`config.mk`:
```
export PLATFORM = sky130hd
export DESIGN_NAME = dmem_dma_engine
export DESIGN_NICKNAME = d
export VERILOG_FILES = /design/src/rtl/dmem_dma_engine.sv
export SDC_FILE = /design/constraint.sdc
export NUM_CORES = 1
export LEC_CHECK = 0
export BUFFER_PORTS_ARGS = -buffer_cell sky130_fd_sc_hd__buf_2
export CAP_MARGIN = 0
export CORE_AREA = 5 5 160 162
export CTS_BUF_LIST = sky130_fd_sc_hd__clkbuf_8
export DETAILED_ROUTE_END_ITERATION = 16
export DIE_AREA = 0 0 165 167
export GPL_ROUTABILITY_DRIVEN = 0
export SYNTH_ARGS = -nofsm -noshare
export SYNTH_HDL_FRONTEND = slang
export SYNTH_SLANG_ARGS = --single-unit
```
`constraint.sdc`:
```
create_clock -name CLK -period 3.67 [get_ports CLK]
set_input_delay 0.367 -clock CLK [delete_from_list [all_inputs] [get_ports CLK]]
set_output_delay 0.367 -clock CLK [all_outputs]
set_load 0.05 [all_outputs]
```
`src/rtl/dmem_dma_engine.sv`:
```
// dmem_dma_engine
// Copies a block of words, or fills a region with a constant. It drives the
// data memory's single-port interface and keeps a running sum of the words
// it writes.
//
// Ports:
//   CLK, RST        clock and synchronous active-high reset
//   start/op        one-cycle command strobe (sampled in IDLE only);
//                   op 0 = copy, 1 = fill
//   src/dst/len     source base, destination base, word count (0..64, clamped)
//   fill_val        fill constant
//   mem_A/WE/WD     memory address, write enable and write data
//   mem_RD          combinational read data for mem_A
//   busy            high while the engine owns the memory port (RD/WR)
//   done            one-cycle completion pulse
//   checksum        mod-2^32 sum of every word written by the last command
module dmem_dma_engine #(
    parameter int AW = 6,
    parameter int DW = 32
) (
    input  logic          CLK,
    input  logic          RST,
    input  logic          start,
    input  logic          op,
    input  logic [AW-1:0] src,
    input  logic [AW-1:0] dst,
    input  logic [AW:0]   len,
    input  logic [DW-1:0] fill_val,
    output logic [AW-1:0] mem_A,
    output logic          mem_WE,
    output logic [DW-1:0] mem_WD,
    input  logic [DW-1:0] mem_RD,
    output logic          busy,
    output logic          done,
    output logic [DW-1:0] checksum
);

    localparam logic [AW:0] MAX_LEN = (AW+1)'(1 << AW);

    typedef enum logic [1:0] {S_IDLE, S_RD, S_WR, S_DONE} state_t;

    state_t        state, state_nxt;
    logic          op_r;
    logic [AW-1:0] src_r, dst_r;
    logic [AW:0]   len_r, idx;
    logic [DW-1:0] fill_r, buf_r;
    logic [AW:0]   len_clamp;
    logic          last;

    assign len_clamp = (len > MAX_LEN) ? MAX_LEN : len;
    assign last      = ((idx + 1'b1) == len_r);

    // State register
    always_ff @(posedge CLK) begin
        if (RST) state <= S_IDLE;
        else     state <= state_nxt;
    end

    // Next-state logic
    always_comb begin
        state_nxt = state;
        case (state)
            S_IDLE: begin
                if (start) begin
                    if (len_clamp == '0) state_nxt = S_DONE;
                    else if (op)         state_nxt = S_WR;
                    else                 state_nxt = S_RD;
                end
            end
            S_RD:    state_nxt = S_WR;
            S_WR: begin
                if (last)       state_nxt = S_DONE;
                else if (op_r)  state_nxt = S_WR;
                else            state_nxt = S_RD;
            end
            S_DONE:  state_nxt = S_IDLE;
            default: state_nxt = S_IDLE;
        endcase
    end

    // Outputs decoded from state; addresses wrap naturally in AW bits
    always_comb begin
        mem_A  = '0;
        mem_WE = 1'b0;
        mem_WD = '0;
        busy   = 1'b0;
        done   = 1'b0;
        case (state)
            S_RD: begin
                mem_A = src_r + idx[AW-1:0];
                busy  = 1'b1;
            end
            S_WR: begin
                mem_A  = dst_r + idx[AW-1:0];
                // Suppress the write on the reset edge so an abort never
                // commits the word in flight.
                mem_WE = ~RST;
                mem_WD = op_r ? fill_r : buf_r;
                busy   = 1'b1;
            end
            S_DONE:  done = 1'b1;
            default: ;
        endcase
    end

    // Command operands, word index, read buffer and checksum
    always_ff @(posedge CLK) begin
        if (RST) begin
            op_r     <= 1'b0;
            src_r    <= '0;
            dst_r    <= '0;
            len_r    <= '0;
            fill_r   <= '0;
            buf_r    <= '0;
            idx      <= '0;
            checksum <= '0;
        end else begin
            case (state)
                S_IDLE: begin
                    if (start) begin
                        op_r     <= op;
                        src_r    <= src;
                        dst_r    <= dst;
                        len_r    <= len_clamp;
                        fill_r   <= fill_val;
                        idx      <= '0;
                        checksum <= '0;
                    end
                end
                S_RD: buf_r <= mem_RD;
                S_WR: begin
                    checksum <= checksum + mem_WD;
                    idx      <= idx + 1'b1;
                end
                default: ;
            endcase
        end
    end

endmodule

```
==> results.ini <==
[grt]
grt.met1_usage_pct = 20.4
grt.total_usage_pct = 15.5
grt_antenna_before_repair = 2
grt_max_degree = 82
via_count_of_the_first_global_routing_pass = 6404
global_route.overflow_total = 0
gr-usage-met3_pct = 3.66
grt-busiest-layer = met2
gr-usage-met2_pct = 25.4
grt_pass1_wl_um = 34000

[synthesis]
synth_cells = 862
synthTopCellsByArea = sky130_fd_sc_hd__dfxtp_1 35%, sky130_fd_sc_hd__mux2i_1 9.4%, sky130_fd_sc_hd__ha_1 7.3%
syn_nets = 992
post_synth_most_frequent_cells = 130 x sky130_fd_sc_hd__nand2_1, 125 x sky130_fd_sc_hd__dfxtp_1, 116 x sky130_fd_sc_hd__nor2_1
synthDistinctLibCells = 69
synth.most_common_cell = sky130_fd_sc_hd__nand2_1
average_footprint_of_a_synthesized_cell_um2 = 8.19
dominant_register_cell_in_the_synthesized_netlist = sky130_fd_sc_hd__dfxtp_1
cell_taking_the_most_area_after_synthesis = sky130_fd_sc_hd__dfxtp_1
synth_top_area_share_pct = 35.4
yosysWarningCount = 0
synthesis_stage_register_bit_count = 125
synthArstFlopShare_pct = 0
sequential_to_total_area_share_from_yosys_stat_pct = 35.4
mapped_area_mm2 = 0.00706
synth-edff-count = 0

[clocking]
clock_insertion_delay_worst_skew_ns = 0.45
clock_path_buffers = 2
clock-root-buffer = sky130_fd_sc_hd__clkbuf_8
ctsHoldBuffers = 0
tritoncts = built
cts.repair_timing.setup_buffer_count = 0
post_cts_resize_count = 0
clkSlewWorstSetupHoldPaths_ns = 0.09
clock_tree.htree_level_count = 4
cts.sinks = 125
tritoncts.num_buffers = 17

[timing]
fin_crit_ns = 3.46
setup_total_negative_slack_ns = 0
setup_viol = 0
post-route-period-util_pct = 94.4
finalHoldWorstSlack_ns = 0.150
report.final.hold_viol_count = 0
worst_clock_skew_ns = 0.0163
max_freq_mhz = 289
worstMarginPinSlew_ns = 1.05
rsz0062_at_grt = no
worst_slack_ns = 0.207
timing.max_slew.rel_slack_pct = 29.4
timing_max_transition_violations_final = 0

[finish]
layout-area-overhead-vs-synth_pct = 22.4
multi_input_comb_area_mm2 = 0.00435
antenna-diode-count = 0
fillers = 2574
seq_area_mm2 = 0.00250
post-route-cell-area_mm2 = 0.00864
finalNetCount = 1140
finalCoreUtilization_pct = 36.1
share_of_cells_above_drive_strength_1_pct = 25.5

[setup_path]
critical_path.max_stage_delay_ns = 0.38
ff2ff_setup_slack_ns = 0.40
startpoint_type = flip-flop
crit_chain = inv_1, ha_1, buf_6, mux2_2, ha_1, a21o_1, a21oi_1, o21bai_1, a21oi_1, xnor2_1, and2_1, clkbuf_4
worst_ep_required_time_ns = 3.30
crit_buf_inv = 3
path_delay_family = compound AO/OA/AOI/OAI gates
critPathMaxFanout = 12
worst_ep_arrival_time_ns = 3.10
cpMaxStageDelayCell = sky130_fd_sc_hd__mux2_2
critPathCaptureType = output port
critical_path_class = reg2out

[floorplan]
fp.dieH_um = 167
num_rows = 57
start_util_pct = 29.5
floorplan.die_area_mm2 = 0.0276
top_level_ports = 160
fp.dieW_um = 165
core_mm2 = 0.0240

[place]
place_hpwl_um = 16200
placement.io_buffers = 159
setup_slack_after_placement_ns = 0.393
placed_cell_area_mm2 = 0.00826

[power_and_ir_drop]
ir_drop_uv = 260
cellLeakagePower_uw = 0.00380
power.density_cell_area_mw_per_mm2 = 434

[detailed_routing]
routed_wl_um = 21600
routed_wire_length_per_instance_um = 16.0
post-route-drc-count = 0
antenna_violating_nets_remaining = 0
detailroute.via_count = 6413
detail_route.vias_per_cell = 4.76
detail_route.iter0.violations = 364
firstDrtPassIters = 5

[run]
maxCapViolations = 0

[worst_hold_path]
worst_hold_path_type = in2reg

[run_status]
status = finished clean

-- layout make-up --
type | instances | share of cell area, %
multi-input combinational | 669 | 50.3
sequential | 125 | 29.0
timing repair buffer | 173 | 10.7
tap | 324 | 4.69
clock buffer | 17 | 2.71
clock inverter | 15 | 1.62
inverter | 24 | 1.04
-- logic make-up (layout without fill, tap and decap cells) --
family | after synthesis | count (layout) | synth area share [%]
flops | 125 | 125 | 35.4
mux | 73 | 73 | 10.5
buf+inv | 68 | 229 | 3.86
simple gates | 312 | 312 | 19.1
compound gates | 205 | 205 | 18.8
xor+xnor | 36 | 36 | 4.46
fa+ha+maj | 43 | 43 | 7.83
-- metal layers --
metal / part of all wire (%) / wire length (µm) / vias up
met5: 0.065 / 14 / -
met4: 1.5 / 318 / 4
met1: 46 / 9990 / 2944
met3: 5.0 / 1080 / 22
met2: 47 / 10200 / 151
li1: - / - / 3292
-- worst register-to-register path, delay by kind of cell (launching register included) --
kind	cells	cell delay, ns
compound gates	5	1.00
fa+ha+maj	2	0.61
buf+inv	3	0.44
flops	1	0.39
mux	1	0.21
simple gates	3	0.51
-- per-stage QoR --
step,total power [µW],cells
after global placement,2620,1315
after global routing,3960,1347
final,3750,1347
after floorplan,2290,862
after CTS,3800,1347
after detailed placement,2620,1315
-- power by group --
group	total (µW)	switching (µW)	internal, µW
sequential	1550	78.5	1470
combinational	1030	687	345
clock	1170	627	543
total	3750	1390	2360
-- state kept, by name, summed over array words and instances, names as in the netlist --
name      cells
checksum     32
src_r         6
idx           7
dst_r         6
buf_r        32
state         2
op_r          1
fill_r       32
len_r         7
-- worst paths after layout --
path | start | end | cells after the start
hold / removal | mem_RD[6] | buf_r[6] | 3
hold reg to reg | fill_r[5] | fill_r[5] | 2
setup reg to reg | state[0] | checksum[28] | 14
setup / recovery | state[0] | mem_A[5] | 12
-- cell usage in the layout, fill, tap and decap left out, types with 5 or more instances in the layout --
cell / instances
sky130_fd_sc_hd__xor2_1: 17
sky130_fd_sc_hd__dfxtp_1: 124
sky130_fd_sc_hd__inv_1: 23
sky130_fd_sc_hd__nor2_2: 17
sky130_fd_sc_hd__a31oi_1: 5
sky130_fd_sc_hd__nor2_1: 98
sky130_fd_sc_hd__nand3_1: 8
sky130_fd_sc_hd__ha_1: 40
sky130_fd_sc_hd__buf_4: 13
sky130_fd_sc_hd__a21oi_1: 94
sky130_fd_sc_hd__buf_2: 157
sky130_fd_sc_hd__mux2i_1: 66
sky130_fd_sc_hd__nand2_1: 129
sky130_fd_sc_hd__xnor2_1: 19
sky130_fd_sc_hd__a22oi_1: 14
sky130_fd_sc_hd__and2_1: 6
sky130_fd_sc_hd__clkbuf_8: 17
sky130_fd_sc_hd__nor3b_1: 11
sky130_fd_sc_hd__nor3_1: 11
sky130_fd_sc_hd__mux2_2: 7
sky130_fd_sc_hd__o21ai_0: 26
sky130_fd_sc_hd__a21o_1: 18
Note: power is estimated with default switching activity, not from simulation.
